**src/rtl/priority_encoder_pkg.sv**
```systemverilog
// Shared constants for the priority encoder: default request width,
// encoded index width derivation and output reset values.
package priority_encoder_pkg;

  localparam int unsigned DEF_WIDTH = 8;

  // Index width for a given request width; a single request still needs one bit.
  function automatic int unsigned enc_width(input int unsigned w);
    return (w < 2) ? 1 : $clog2(w);
  endfunction

  localparam int unsigned DEF_OUT_W = enc_width(DEF_WIDTH);

  localparam int unsigned RST_Y = 0;
  localparam logic        RST_V = 1'b0;
  localparam logic        RST_M = 1'b0;

endpackage

```
**src/rtl/pe_comb_core.sv**
```systemverilog
// Purely combinational masked priority encoder with valid and multi-hit flags.
// No clock or reset, so it can be reused standalone.
module pe_comb_core
  import priority_encoder_pkg::*;
#(
  parameter int unsigned WIDTH = DEF_WIDTH,
  parameter int unsigned OUT_W = enc_width(WIDTH)
) (
  input  logic [WIDTH-1:0] req,
  input  logic [WIDTH-1:0] mask,
  output logic [OUT_W-1:0] idx_c,
  output logic             valid_c,
  output logic             multi_c
);

  logic [WIDTH-1:0] eff;

  assign eff = req & ~mask;

  // MSB-first scan: once the winner is found, lower bits only feed the multi-hit flag.
  always_comb begin
    idx_c   = '0;
    valid_c = 1'b0;
    multi_c = 1'b0;
    for (int k = WIDTH - 1; k >= 0; k--) begin
      if (eff[k]) begin
        if (valid_c) begin
          multi_c = 1'b1;
        end else begin
          idx_c   = OUT_W'(k);
          valid_c = 1'b1;
        end
      end
    end
  end

endmodule

```
**src/rtl/priority_encoder8to3.sv**
```systemverilog
// Registered masked priority encoder: captures the encoded result when en=1,
// holds it otherwise, and clears asynchronously on rst_n.
module priority_encoder8to3
  import priority_encoder_pkg::*;
#(
  parameter int unsigned WIDTH = DEF_WIDTH,
  parameter int unsigned OUT_W = enc_width(WIDTH)
) (
  input  logic             clk,
  input  logic             rst_n,
  input  logic             en,
  input  logic [WIDTH-1:0] I,
  input  logic [WIDTH-1:0] mask,
  output logic [OUT_W-1:0] Y,
  output logic             V,
  output logic             M
);

  logic [OUT_W-1:0] y_c;
  logic             v_c;
  logic             m_c;

  pe_comb_core #(
    .WIDTH (WIDTH),
    .OUT_W (OUT_W)
  ) u_core (
    .req     (I),
    .mask    (mask),
    .idx_c   (y_c),
    .valid_c (v_c),
    .multi_c (m_c)
  );

  // All three outputs load together from one sampled request vector.
  always_ff @(posedge clk or negedge rst_n) begin
    if (!rst_n) begin
      Y <= OUT_W'(RST_Y);
      V <= RST_V;
      M <= RST_M;
    end else if (en) begin
      Y <= y_c;
      V <= v_c;
      M <= m_c;
    end
  end

endmodule

```
**config.mk**
```make
export PLATFORM = sky130hd
export DESIGN_NAME = priority_encoder8to3
export DESIGN_NICKNAME = d
export VERILOG_FILES = /design/src/rtl/priority_encoder_pkg.sv /design/src/rtl/pe_comb_core.sv /design/src/rtl/priority_encoder8to3.sv
export SDC_FILE = /design/constraint.sdc
export NUM_CORES = 1
export LEC_CHECK = 0
export BUFFER_PORTS_ARGS = -buffer_cell sky130_fd_sc_hd__buf_2
export CAP_MARGIN = 10
export CELL_PAD_IN_SITES_DETAIL_PLACEMENT = 1
export CELL_PAD_IN_SITES_GLOBAL_PLACEMENT = 1
export CORE_MARGIN = 2
export CORE_UTILIZATION = 26
export CTS_CLUSTER_SIZE = 28
export DETAILED_ROUTE_END_ITERATION = 6
export PLACE_DENSITY_LB_ADDON = 0.25
export RECOVER_POWER = 100
export SLEW_MARGIN = 20
export SYNTH_ARGS = -nofsm -noshare
export SYNTH_HDL_FRONTEND = slang
export SYNTH_SLANG_ARGS = --single-unit
```
**constraint.sdc**
```tcl
create_clock -name clk -period 0.8 [get_ports clk]
set_input_delay 0.12 -clock clk [delete_from_list [all_inputs] [get_ports clk]]
set_output_delay 0.12 -clock clk [all_outputs]
set_load 0.02 [all_outputs]
```
==> flow_metrics.env <==
export IMPL_ys_types=23
export IMPL_core_rowCount=14
export IMPL_area_growth_syn_to_layout_pct=90.9
export IMPL_status="finished with violations"
export IMPL_post_route_period_util_pct=111
export IMPL_nNetsFinal=102
export IMPL_grt_pass1_wl_mm=1.89
export IMPL_startpoint="Y[1]$_DFFE_PN0P_"
export IMPL_rsz0062_at_grt="yes"
export IMPL_crit_type="flop to primary output"
export IMPL_remaining_drc_errors=0
export IMPL_critPathBufInv=1
export IMPL_cp_start_kind="flop"
export IMPL_violations="setup timing"
export IMPL_synth_fa_ha_area_share_pct=2.63
export IMPL_peakVddDrop_mv=0.378
export IMPL_synth_simple_area_share_pct=43.0
export IMPL_synth_top_family_by_area="simple AND/OR/NAND/NOR gates"
export IMPL_hold_path_class="input port to asynchronous set/reset pin"
export IMPL_diodes=0
export IMPL_synthMuxAreaShare_pct=0
export IMPL_syn_nets=61
export IMPL_finalCriticalPeriod_ps=885
export IMPL_antenna_found_initial=0
export IMPL_synth_compound_area_share_pct=24.0
export IMPL_grtUsageTotal_pct=12.9
export IMPL_utilization_pct=53.6
export IMPL_max_freq_mhz=1130
export IMPL_synth_area_um2=428
export IMPL_core_region_area_um2=1520
export IMPL_synthTopCellsByArea="dfrtp_1, nor2b_4, nand2b_1"
export IMPL_drtAntennaViolNets=0
export IMPL_synth_seq_cells=5
export IMPL_grt_ovfl_total=0
export IMPL_htree_levels=1
export IMPL_relSlewSlack_pct=80.7
export IMPL_layout_common_cells="buf_2, buf_4, buf_6"
export IMPL_maxSlewViolCount=0
export IMPL_crit_family="flip-flops"
export IMPL_die_area_um2=1990
export IMPL_layout_drive_gt1_share_pct=70.7
export IMPL_vias_per_cell=4.67
export IMPL_clock_root_buffer="clkbuf_4"
export IMPL_start_util_pct=28.1
export IMPL_wl_per_cell_um=10.9
export IMPL_cts_buffers=3
export IMPL_portBuffers=23
export IMPL_clock_latency_ps=240
export IMPL_cp_arrival_ps=770
export IMPL_dr_pass1_iters=2
export IMPL_num_io_pins=24
export IMPL_clkTransAtPathRegs_ps=40
export IMPL_grt_max_degree=12
export IMPL_p_per_area_nw_per_um2=1290
export IMPL_critPathSlowestCell="dfrtp_1"
export IMPL_critPathCaptureType="primary output"
export IMPL_synthXorXnorAreaFrac_pct=0
export IMPL_fin_skew_ps=0
export IMPL_hpwl_um=894
export IMPL_finalSetupViolCount=7
export IMPL_synth_area_leader_cell="dfrtp_1"
export IMPL_die_h_um=44.6
export IMPL_maxCapViolCount=0
export IMPL_setup_ws_ps=-85.0
export IMPL_cp_required_ps=680
export IMPL_routed_via_count=458
export IMPL_synth_warnings=0
export IMPL_cts_tree="done"
export IMPL_clockBufferDepth=2
export IMPL_max_stage_delay_ps=390
export IMPL_clkSinkCount=5
export IMPL_syn_mean_instance_area_um2=10.2
export IMPL_crit_chain="buf_6"
export IMPL_r2r_start="M$_DFFE_PN0P_"
export IMPL_routed_wl_mm=1.07
export IMPL_seq_area_frac_synth_pct=29.2
export IMPL_tightest_slew_ps=289
export IMPL_place_gp_congestion=0.692
export IMPL_drt_initial_drc_count=1
export IMPL_cp_max_fo=2
export IMPL_p_leak_nw=0.369
export IMPL_num_fill_cells=181
export IMPL_die_x_um=44.6
export IMPL_synth_top_area_share_pct=29.2
export IMPL_hold_viol=0
export IMPL_postSynthCellCount=42
export IMPL_grt_pass1_vias=474
export IMPL_fin_tns_setup_ps=-451
registers in the layout, summed over array words and instances, names as in the netlist:
name,cells
Y,3
V,1
M,1
cell usage after synthesis:
library cell	number
and4_1	1
nand2b_1	5
nor2b_2	1
a211oi_1	1
nand4_1	1
nand2b_2	2
a21oi_1	4
nand4_4	1
nor2b_4	3
nor3_1	1
a41oi_1	1
o311ai_4	1
nor2b_1	1
and2b_1	1
dfrtp_1	5
o211ai_2	1
maj3_2	1
or3_4	1
o211ai_1	3
nor2_1	4
nand2_1	1
o21ai_0	1
buf_2	1
report_power, final:
group          switching, W  internal, W  total (W)
registers         0.0000204     0.000284   0.000304
logic              0.000197     0.000264   0.000461
clock network      0.000103     0.000189   0.000292
per-stage QoR:
stage	power (W)	cell area, um2	setup WS, ps	hold WS (ps)	cells
global placement	0.000647	661	-325	-62.4	89
floorplan	0.000504	463	-192	-176	42
CTS	0.00105	779	-99.9	211	98
global route	0.00113	817	-110	288	98
finish	0.00106	817	-85.0	267	98
detailed placement	0.000654	661	-328	-60.4	89
logic make-up after synthesis:
family / Yosys count
buffers and inverters: 1
AND/OR/NAND/NOR: 23
adder cells (fa/ha/maj): 1
AO/OA/AOI/OAI: 12
flip-flops: 5
metal layers:
metal / vias to the layer above / track usage, % / share of wire (%)
met2: 19 / 21.4 / 48
met3: 2 / 1.22 / 6.6
met5: - / 0 / 0
met4: 0 / 7.27 / 1.7
met1: 201 / 16.2 / 44
li1: 236 / - / -
worst paths after layout:
path	cells after the start	endpoint	slack [ps]
max	1	Y[1]	-90
min	2	M$_DFFE_PN0P_	270
max reg2reg	3	M$_DFFE_PN0P_	0
min reg2reg	2	Y[0]$_DFFE_PN0P_	540
max in group asynchronous	2	Y[2]$_DFFE_PN0P_	310
min in group clk	2	Y[0]$_DFFE_PN0P_	270
cell type report:
class	instances	area (um2)	share of cell area (%)
multi-input combinational	36	368	45.0
timing repair buffer	37	278	34.0
sequential	5	125	15.3
clock buffer	4	26.3	3.22
tap	16	20.0	2.45
timing repair:
action / CTS / global route
endpoints found under the hold margin: 5 / 0
buffers inserted: 4 / 0
gates resized for setup: 14 / 9
endpoints found under the setup margin: 7 / 10
hold buffers: 1 / 0
pin swaps: 1 / 3
(Power assumes the default switching activity.)
